## src/rtl/kc_ls1u_dbus_arb_if.sv

```systemverilog
// Bus bundle for the KC_LS1u_plus data-port arbiter: CPU port, DMA port and shared memory port.
// master = arbiter view, slave = CPU/DMA/memory side view.
interface kc_ls1u_dbus_arb_if #(
   parameter int unsigned AW = 24,
   parameter int unsigned DW = 8
);
   logic          cpu_req;
   logic [AW-1:0] cpu_addr;
   logic          cpu_we;
   logic [DW-1:0] cpu_wdata;
   logic [DW-1:0] cpu_rdata;
   logic          cpu_wait;

   logic          dma_req;
   logic          dma_lock;
   logic [AW-1:0] dma_addr;
   logic          dma_we;
   logic [DW-1:0] dma_wdata;
   logic [DW-1:0] dma_rdata;
   logic          dma_ack;

   logic [AW-1:0] mem_addr;
   logic          mem_we;
   logic [DW-1:0] mem_wdata;
   logic [DW-1:0] mem_rdata;

   logic [1:0]    owner;

   modport master (
      input  cpu_req, cpu_addr, cpu_we, cpu_wdata,
      output cpu_rdata, cpu_wait,
      input  dma_req, dma_lock, dma_addr, dma_we, dma_wdata,
      output dma_rdata, dma_ack,
      output mem_addr, mem_we, mem_wdata,
      input  mem_rdata,
      output owner
   );

   modport slave (
      output cpu_req, cpu_addr, cpu_we, cpu_wdata,
      input  cpu_rdata, cpu_wait,
      output dma_req, dma_lock, dma_addr, dma_we, dma_wdata,
      input  dma_rdata, dma_ack,
      input  mem_addr, mem_we, mem_wdata,
      output mem_rdata,
      input  owner
   );
endinterface

```

## src/rtl/kc_ls1u_dbus_arb.sv

```systemverilog
// Round-robin CPU/DMA arbiter for one data memory with WS wait states per access.
// Optional DMA burst locking is built when DBUS_ARB_BURST_EN is defined.
module kc_ls1u_dbus_arb #(
   parameter int unsigned AW        = 24,
   parameter int unsigned DW        = 8,
   parameter int unsigned WS        = 1,
   parameter int unsigned MAX_BURST = 4
) (
   input logic                   clk,
   input logic                   rst_n,
   kc_ls1u_dbus_arb_if.master    bus
);

   if (WS > 15) begin : g_ws_chk
      $error("kc_ls1u_dbus_arb: WS must be in 0..15");
   end

   typedef enum logic {StIdle, StAcc} state_e;

   localparam logic [1:0] OwnNone = 2'b00;
   localparam logic [1:0] OwnCpu  = 2'b01;
   localparam logic [1:0] OwnDma  = 2'b10;
   localparam logic [3:0] WsCnt   = 4'(WS);

   state_e        state_q;
   logic [3:0]    cnt_q;
   logic [1:0]    owner_q;
   logic          last_dma_q;
   logic [AW-1:0] addr_hold_q;
   logic [DW-1:0] wdata_hold_q;

   logic          in_acc, own_req, own_we, done, abort;
   logic          other_req, burst_hold, take;
   logic [1:0]    other, rr_win, take_who;
   logic [AW-1:0] sel_addr;
   logic [DW-1:0] sel_wdata;

`ifdef DBUS_ARB_BURST_EN
   localparam int unsigned BW = (MAX_BURST > 1) ? $clog2(MAX_BURST) : 1;
   logic [BW-1:0] beats_q;
   logic          beats_room;
   assign beats_room = beats_q < BW'(MAX_BURST - 1);
   // Locked DMA keeps the bus until the burst budget is spent and the CPU is waiting.
   assign burst_hold = (owner_q == OwnDma) & bus.dma_lock & (beats_room | ~bus.cpu_req);
`else
   localparam int unsigned UnusedMaxBurst = MAX_BURST;
   logic unused_lock;
   assign unused_lock = bus.dma_lock;
   assign burst_hold  = 1'b0;
`endif

   always_comb begin
      in_acc    = (state_q == StAcc);
      own_req   = 1'b0;
      own_we    = 1'b0;
      sel_addr  = bus.cpu_addr;
      sel_wdata = bus.cpu_wdata;
      other     = OwnDma;
      other_req = bus.dma_req;
      case (owner_q)
         OwnCpu: begin
            own_req = bus.cpu_req;
            own_we  = bus.cpu_we;
         end
         OwnDma: begin
            own_req   = bus.dma_req;
            own_we    = bus.dma_we;
            sel_addr  = bus.dma_addr;
            sel_wdata = bus.dma_wdata;
            other     = OwnCpu;
            other_req = bus.cpu_req;
         end
         default: ;
      endcase
      done  = in_acc & own_req & (cnt_q == 4'd0);
      abort = in_acc & ~own_req;

      if (bus.cpu_req & bus.dma_req) rr_win = last_dma_q ? OwnCpu : OwnDma;
      else                           rr_win = bus.cpu_req ? OwnCpu : OwnDma;

      take     = 1'b0;
      take_who = OwnNone;
      if (!in_acc && (bus.cpu_req || bus.dma_req)) begin
         take     = 1'b1;
         take_who = rr_win;
      end else if (done && !burst_hold && other_req) begin
         // Hand over in the completion cycle so back-to-back masters see no bubble.
         take     = 1'b1;
         take_who = other;
      end
   end

   assign bus.owner     = owner_q;
   assign bus.mem_addr  = in_acc ? sel_addr : addr_hold_q;
   assign bus.mem_wdata = in_acc ? sel_wdata : wdata_hold_q;
   assign bus.mem_we    = done & own_we;
   assign bus.cpu_wait  = bus.cpu_req & ~(in_acc & (owner_q == OwnCpu) & (cnt_q == 4'd0));
   assign bus.cpu_rdata = (done && owner_q == OwnCpu) ? bus.mem_rdata : '0;
   assign bus.dma_rdata = (done && owner_q == OwnDma) ? bus.mem_rdata : '0;
   assign bus.dma_ack   = done & (owner_q == OwnDma);

   always_ff @(posedge clk or negedge rst_n) begin
      if (!rst_n) begin
         state_q      <= StIdle;
         cnt_q        <= 4'd0;
         owner_q      <= OwnNone;
         last_dma_q   <= 1'b1;
         addr_hold_q  <= '0;
         wdata_hold_q <= '0;
`ifdef DBUS_ARB_BURST_EN
         beats_q      <= '0;
`endif
      end else begin
         if (in_acc) begin
            addr_hold_q  <= sel_addr;
            wdata_hold_q <= sel_wdata;
         end
         if (take) begin
            state_q    <= StAcc;
            cnt_q      <= WsCnt;
            owner_q    <= take_who;
            last_dma_q <= (take_who == OwnDma);
`ifdef DBUS_ARB_BURST_EN
            if (take_who == OwnCpu) beats_q <= '0;
`endif
         end else if (done && burst_hold) begin
            cnt_q <= WsCnt;
`ifdef DBUS_ARB_BURST_EN
            beats_q <= beats_room ? beats_q + 1'b1 : '0;
`endif
         end else if (done || abort) begin
            state_q <= StIdle;
            owner_q <= OwnNone;
         end else if (in_acc) begin
            cnt_q <= cnt_q - 4'd1;
         end
      end
   end

endmodule

```

## src/flat_wrapper.sv

```systemverilog
// flat-port wrapper written by rule: the top's interface ports become plain ports
module kc_ls1u_dbus_arb_flat 
#(
   parameter int unsigned AW        = 24,
   parameter int unsigned DW        = 8,
   parameter int unsigned WS        = 1,
   parameter int unsigned MAX_BURST = 4
)
  (clk, rst_n, bus_cpu_req, bus_cpu_addr, bus_cpu_we, bus_cpu_wdata, bus_cpu_rdata, bus_cpu_wait, bus_dma_req, bus_dma_lock, bus_dma_addr, bus_dma_we, bus_dma_wdata, bus_dma_rdata, bus_dma_ack, bus_mem_addr, bus_mem_we, bus_mem_wdata, bus_mem_rdata, bus_owner);
  kc_ls1u_dbus_arb_if #(.AW(AW), .DW(DW)) bus_i ();
  input logic clk;
  input logic rst_n;
  input wire logic [$bits(bus_i.cpu_req)-1:0] bus_cpu_req;
  input wire logic [$bits(bus_i.cpu_addr)-1:0] bus_cpu_addr;
  input wire logic [$bits(bus_i.cpu_we)-1:0] bus_cpu_we;
  input wire logic [$bits(bus_i.cpu_wdata)-1:0] bus_cpu_wdata;
  output wire logic [$bits(bus_i.cpu_rdata)-1:0] bus_cpu_rdata;
  output wire logic [$bits(bus_i.cpu_wait)-1:0] bus_cpu_wait;
  input wire logic [$bits(bus_i.dma_req)-1:0] bus_dma_req;
  input wire logic [$bits(bus_i.dma_lock)-1:0] bus_dma_lock;
  input wire logic [$bits(bus_i.dma_addr)-1:0] bus_dma_addr;
  input wire logic [$bits(bus_i.dma_we)-1:0] bus_dma_we;
  input wire logic [$bits(bus_i.dma_wdata)-1:0] bus_dma_wdata;
  output wire logic [$bits(bus_i.dma_rdata)-1:0] bus_dma_rdata;
  output wire logic [$bits(bus_i.dma_ack)-1:0] bus_dma_ack;
  output wire logic [$bits(bus_i.mem_addr)-1:0] bus_mem_addr;
  output wire logic [$bits(bus_i.mem_we)-1:0] bus_mem_we;
  output wire logic [$bits(bus_i.mem_wdata)-1:0] bus_mem_wdata;
  input wire logic [$bits(bus_i.mem_rdata)-1:0] bus_mem_rdata;
  output wire logic [$bits(bus_i.owner)-1:0] bus_owner;
  assign bus_i.cpu_req = bus_cpu_req;
  assign bus_i.cpu_addr = bus_cpu_addr;
  assign bus_i.cpu_we = bus_cpu_we;
  assign bus_i.cpu_wdata = bus_cpu_wdata;
  assign bus_cpu_rdata = bus_i.cpu_rdata;
  assign bus_cpu_wait = bus_i.cpu_wait;
  assign bus_i.dma_req = bus_dma_req;
  assign bus_i.dma_lock = bus_dma_lock;
  assign bus_i.dma_addr = bus_dma_addr;
  assign bus_i.dma_we = bus_dma_we;
  assign bus_i.dma_wdata = bus_dma_wdata;
  assign bus_dma_rdata = bus_i.dma_rdata;
  assign bus_dma_ack = bus_i.dma_ack;
  assign bus_mem_addr = bus_i.mem_addr;
  assign bus_mem_we = bus_i.mem_we;
  assign bus_mem_wdata = bus_i.mem_wdata;
  assign bus_i.mem_rdata = bus_mem_rdata;
  assign bus_owner = bus_i.owner;
  kc_ls1u_dbus_arb #(.AW(AW), .DW(DW), .WS(WS), .MAX_BURST(MAX_BURST)) u_core (.clk(clk), .rst_n(rst_n), .bus(bus_i));
endmodule
```

## config.mk

```make
export PLATFORM = sky130hd
export DESIGN_NAME = kc_ls1u_dbus_arb_flat
export DESIGN_NICKNAME = d
export VERILOG_FILES = /design/src/rtl/kc_ls1u_dbus_arb_if.sv /design/src/rtl/kc_ls1u_dbus_arb.sv /design/src/flat_wrapper.sv
export SDC_FILE = /design/constraint.sdc
export NUM_CORES = 1
export LEC_CHECK = 0
export BUFFER_PORTS_ARGS = -buffer_cell sky130_fd_sc_hd__buf_2
export CAP_MARGIN = 20
export CELL_PAD_IN_SITES_DETAIL_PLACEMENT = 1
export CELL_PAD_IN_SITES_GLOBAL_PLACEMENT = 1
export CORE_AREA = 2 2 83 85
export CTS_BUF_LIST = sky130_fd_sc_hd__clkbuf_4 sky130_fd_sc_hd__clkbuf_8 sky130_fd_sc_hd__clkbuf_16
export CTS_CLUSTER_SIZE = 28
export DETAILED_ROUTE_END_ITERATION = 7
export DIE_AREA = 0 0 85 87
export PLACE_DENSITY = 0.92
export SYNTH_ARGS = -nofsm -noshare
export SYNTH_HDL_FRONTEND = slang
export SYNTH_SLANG_ARGS = --single-unit
```

## constraint.sdc

```tcl
create_clock -name clk -period 4.66 [get_ports clk]
set_input_delay 0.932 -clock clk [delete_from_list [all_inputs] [get_ports clk]]
set_output_delay 0.932 -clock clk [all_outputs]
set_load 0.02 [all_outputs]
```

==> flow_summary.yaml <==
final_layout:
  num_antenna_cells: 0
  layout_common_cells: "buf_2, dfrtp_1, nor2_1, a21oi_1, mux2i_1"
  drive_gt1_share_pct: 43.40
  finalNetCount: 423
  fin_util_pct: 44.55
  area.growth.synth_to_final_pct: 38.65
  final_common_cell: "buf_2"
outcome:
  status: "finished clean"
floorplan:
  start_util_pct: 32.13
  die_area_um2: 7395
  row_count: 30
  io-pin-count: 132
  die-height_um: 87
  fp.dieW_um: 85
  core_region_area_um2: 6569
critical_path:
  cp_max_fo: 9
  worstSetupStartpointType: "flip-flop"
  path_class: "flip-flop to output pin"
  arrival_ps: 2330
  r2r_slack_ps: 2460
  cp-end-kind: "output pin"
  required_ps: 3730
hold_path:
  hold_path_class: "flip-flop to flip-flop"
timing:
  setup_viol: 0
  slew_headroom_pct: 39.41
  final_max_slew_viol_count: 0
  layout_min_cycle_time_ps: 3265
  finalCritPeriodShare_pct: 70.05
  skew_ps: 8.708
  rsz0062_at_grt: "no"
  fin_tns_setup_ps: 0
  max_freq_mhz: 306.3
  tightestPinTransition_ps: 908.9
  hold_viol: 0
synth:
  synth-seq-area-share_pct: 47.48
  synth_cell_types: 34
  syn-num-nets: 296
  avgSynthCellArea_um2: 9.910
  yosysWarnings: 0
  synthesis.area_um2: 2111
  ys_ff_latch: 40
  synth_cells: 213
grt:
  overflow: 0
  antenna_found_initial: 0
  grt_pass1_vias: 2177
  grt_pass1_wl_um: 9956
  grt_max_degree: 69
  grt_usage_pct: 16.89
power_and_ir_drop:
  power_density_nw_per_um2: 647.1
  ir_drop_mv: 0.2732
  p_leak_nw: 1.461
clocking:
  cts.sinks: 40
  cts_tree: "done"
  htree_levels: 2
  ctsRootBufferMaster: "clkbuf_8"
  cts_buffer_depth: 2
  ctsResizeCount: 0
  holdBufCountCts: 0
  cts_setup_buffers: 0
  cts_inserted_buffers: 5
  clk_latency_ps: 290
  clkTransAtPathRegs_ps: 80
routing:
  firstDrtPassIters: 6
  avgRoutedWirePerCell_um: 14.71
  drtIter0Drc: 80
  drcViolationCount: 0
  wl_um: 6192
  routed-via-count: 2040
  viasPerCell: 4.846
  ant_nets: 0
placed_design:
  port_buffers: 130
  dp_hpwl_um: 4830
  gp_congestion: 0.7290
flow_run:
  maxCapViolCount: 0
==> Yosys cell counts (all sizes together) <==
master | instances | area, um^2
and2 | 16 | 100.1
mux2i | 33 | 330.3
dfrtp | 39 | 975.9
a22o | 1 | 8.760
o21bai | 1 | 7.510
a22oi | 2 | 20.02
nand2b | 1 | 6.260
nand2 | 3 | 11.26
inv | 9 | 33.78
a32o | 1 | 10.01
clkbuf | 5 | 18.77
or3b | 1 | 8.760
dfstp | 1 | 26.28
nor3b | 3 | 32.53
o21ai | 1 | 5.000
buf | 7 | 31.28
nor3 | 2 | 15.01
o22ai | 2 | 12.51
ha | 4 | 50.05
xnor2 | 1 | 8.760
or4 | 2 | 15.01
o31ai | 2 | 15.01
nor2 | 34 | 127.6
a211o | 1 | 8.760
and4bb | 1 | 12.51
a311oi | 1 | 8.760
a21oi | 34 | 170.2
o211ai | 1 | 7.510
a21o | 2 | 15.01
o41ai | 2 | 17.52
==> metal layers <==
layer	vias up	share of wire (%)	GRT usage (%)
met4	0	1.2	5.483
met2	57	57	32.39
met5	-	0	0
met3	9	4.8	3.412
met1	981	37	18.51
li1	993	-	-
==> state kept, by name, summed over array words and instances (netlist names) <==
register and flops:
u_core.addr_hold_q 24, u_core.bus.owner 2, u_core.cnt_q 4, u_core.in_acc 1, u_core.last_dma_q 1, u_core.wdata_hold_q 8
==> per-stage QoR <==
| stage | hold slack (ps) | cell area, um^2 | total power [W] | worst slack (ps) | cells |
|---|---|---|---|---|---|
| after floorplan | 479.3 | 2111 | 0.001316 | 1860 | 213 |
| after global placement | 493.7 | 2830 | 0.001624 | 1544 | 413 |
| after detailed placement | 517.4 | 2830 | 0.001671 | 1432 | 413 |
| after CTS | 528.5 | 2927 | 0.001923 | 1327 | 421 |
| after global routing | 551.5 | 2927 | 0.002046 | 1172 | 421 |
| final | 518.4 | 2927 | 0.001894 | 1395 | 421 |
==> final timing paths <==
check,cells past startpoint,from,end
hold reg to reg,2,u_core.last_dma_q,u_core.last_dma_q
hold / removal,2,u_core.last_dma_q,u_core.last_dma_q
setup / recovery,7,u_core.cnt_q[0],bus_cpu_rdata[7]
setup reg to reg,5,u_core.in_acc,u_core.bus.owner[0]
min in group asynchronous,1,rst_n,u_core.wdata_hold_q[3]
max in group asynchronous,1,rst_n,u_core.in_acc
==> report_power, final <==
group	switching, W	total, W	internal (W)
sequential	0.0000549	0.000566	0.000511
clock	0.000124	0.000246	0.000121
combinational	0.000714	0.00108	0.000368
==> kinds of logic after synthesis <==
group	Yosys count	share of synthesized area (%)
AO/OA/AOI/OAI	51	14.52
adder cells (fa/ha/maj)	4	2.371
flip-flops	40	47.48
AND/OR/NAND/NOR	63	15.59
multiplexers	33	15.65
XOR/XNOR	1	0.4150
buffers and inverters	21	3.972
==> area by class of cell <==
class / count / area (um^2)
inverters: 9 / 33.78
clock buffers: 6 / 82.58
flip-flops and latches: 40 / 1003
well taps: 80 / 100.1
repair buffers: 132 / 665.6
clock inverters: 2 / 13.76
fillers: 823 / 3642
multi-input cells: 152 / 1027
==> worst max-delay path: stages, from the launching register on <==
cell and delay [ps]:
dfrtp_1 390, inv_1 100, ha_1 240, and4bb_2 290, nand2_1 60, nor3_1 570
and2_1 230, buf_2 170
No activity file was read; power rests on OpenSTA's default activity.
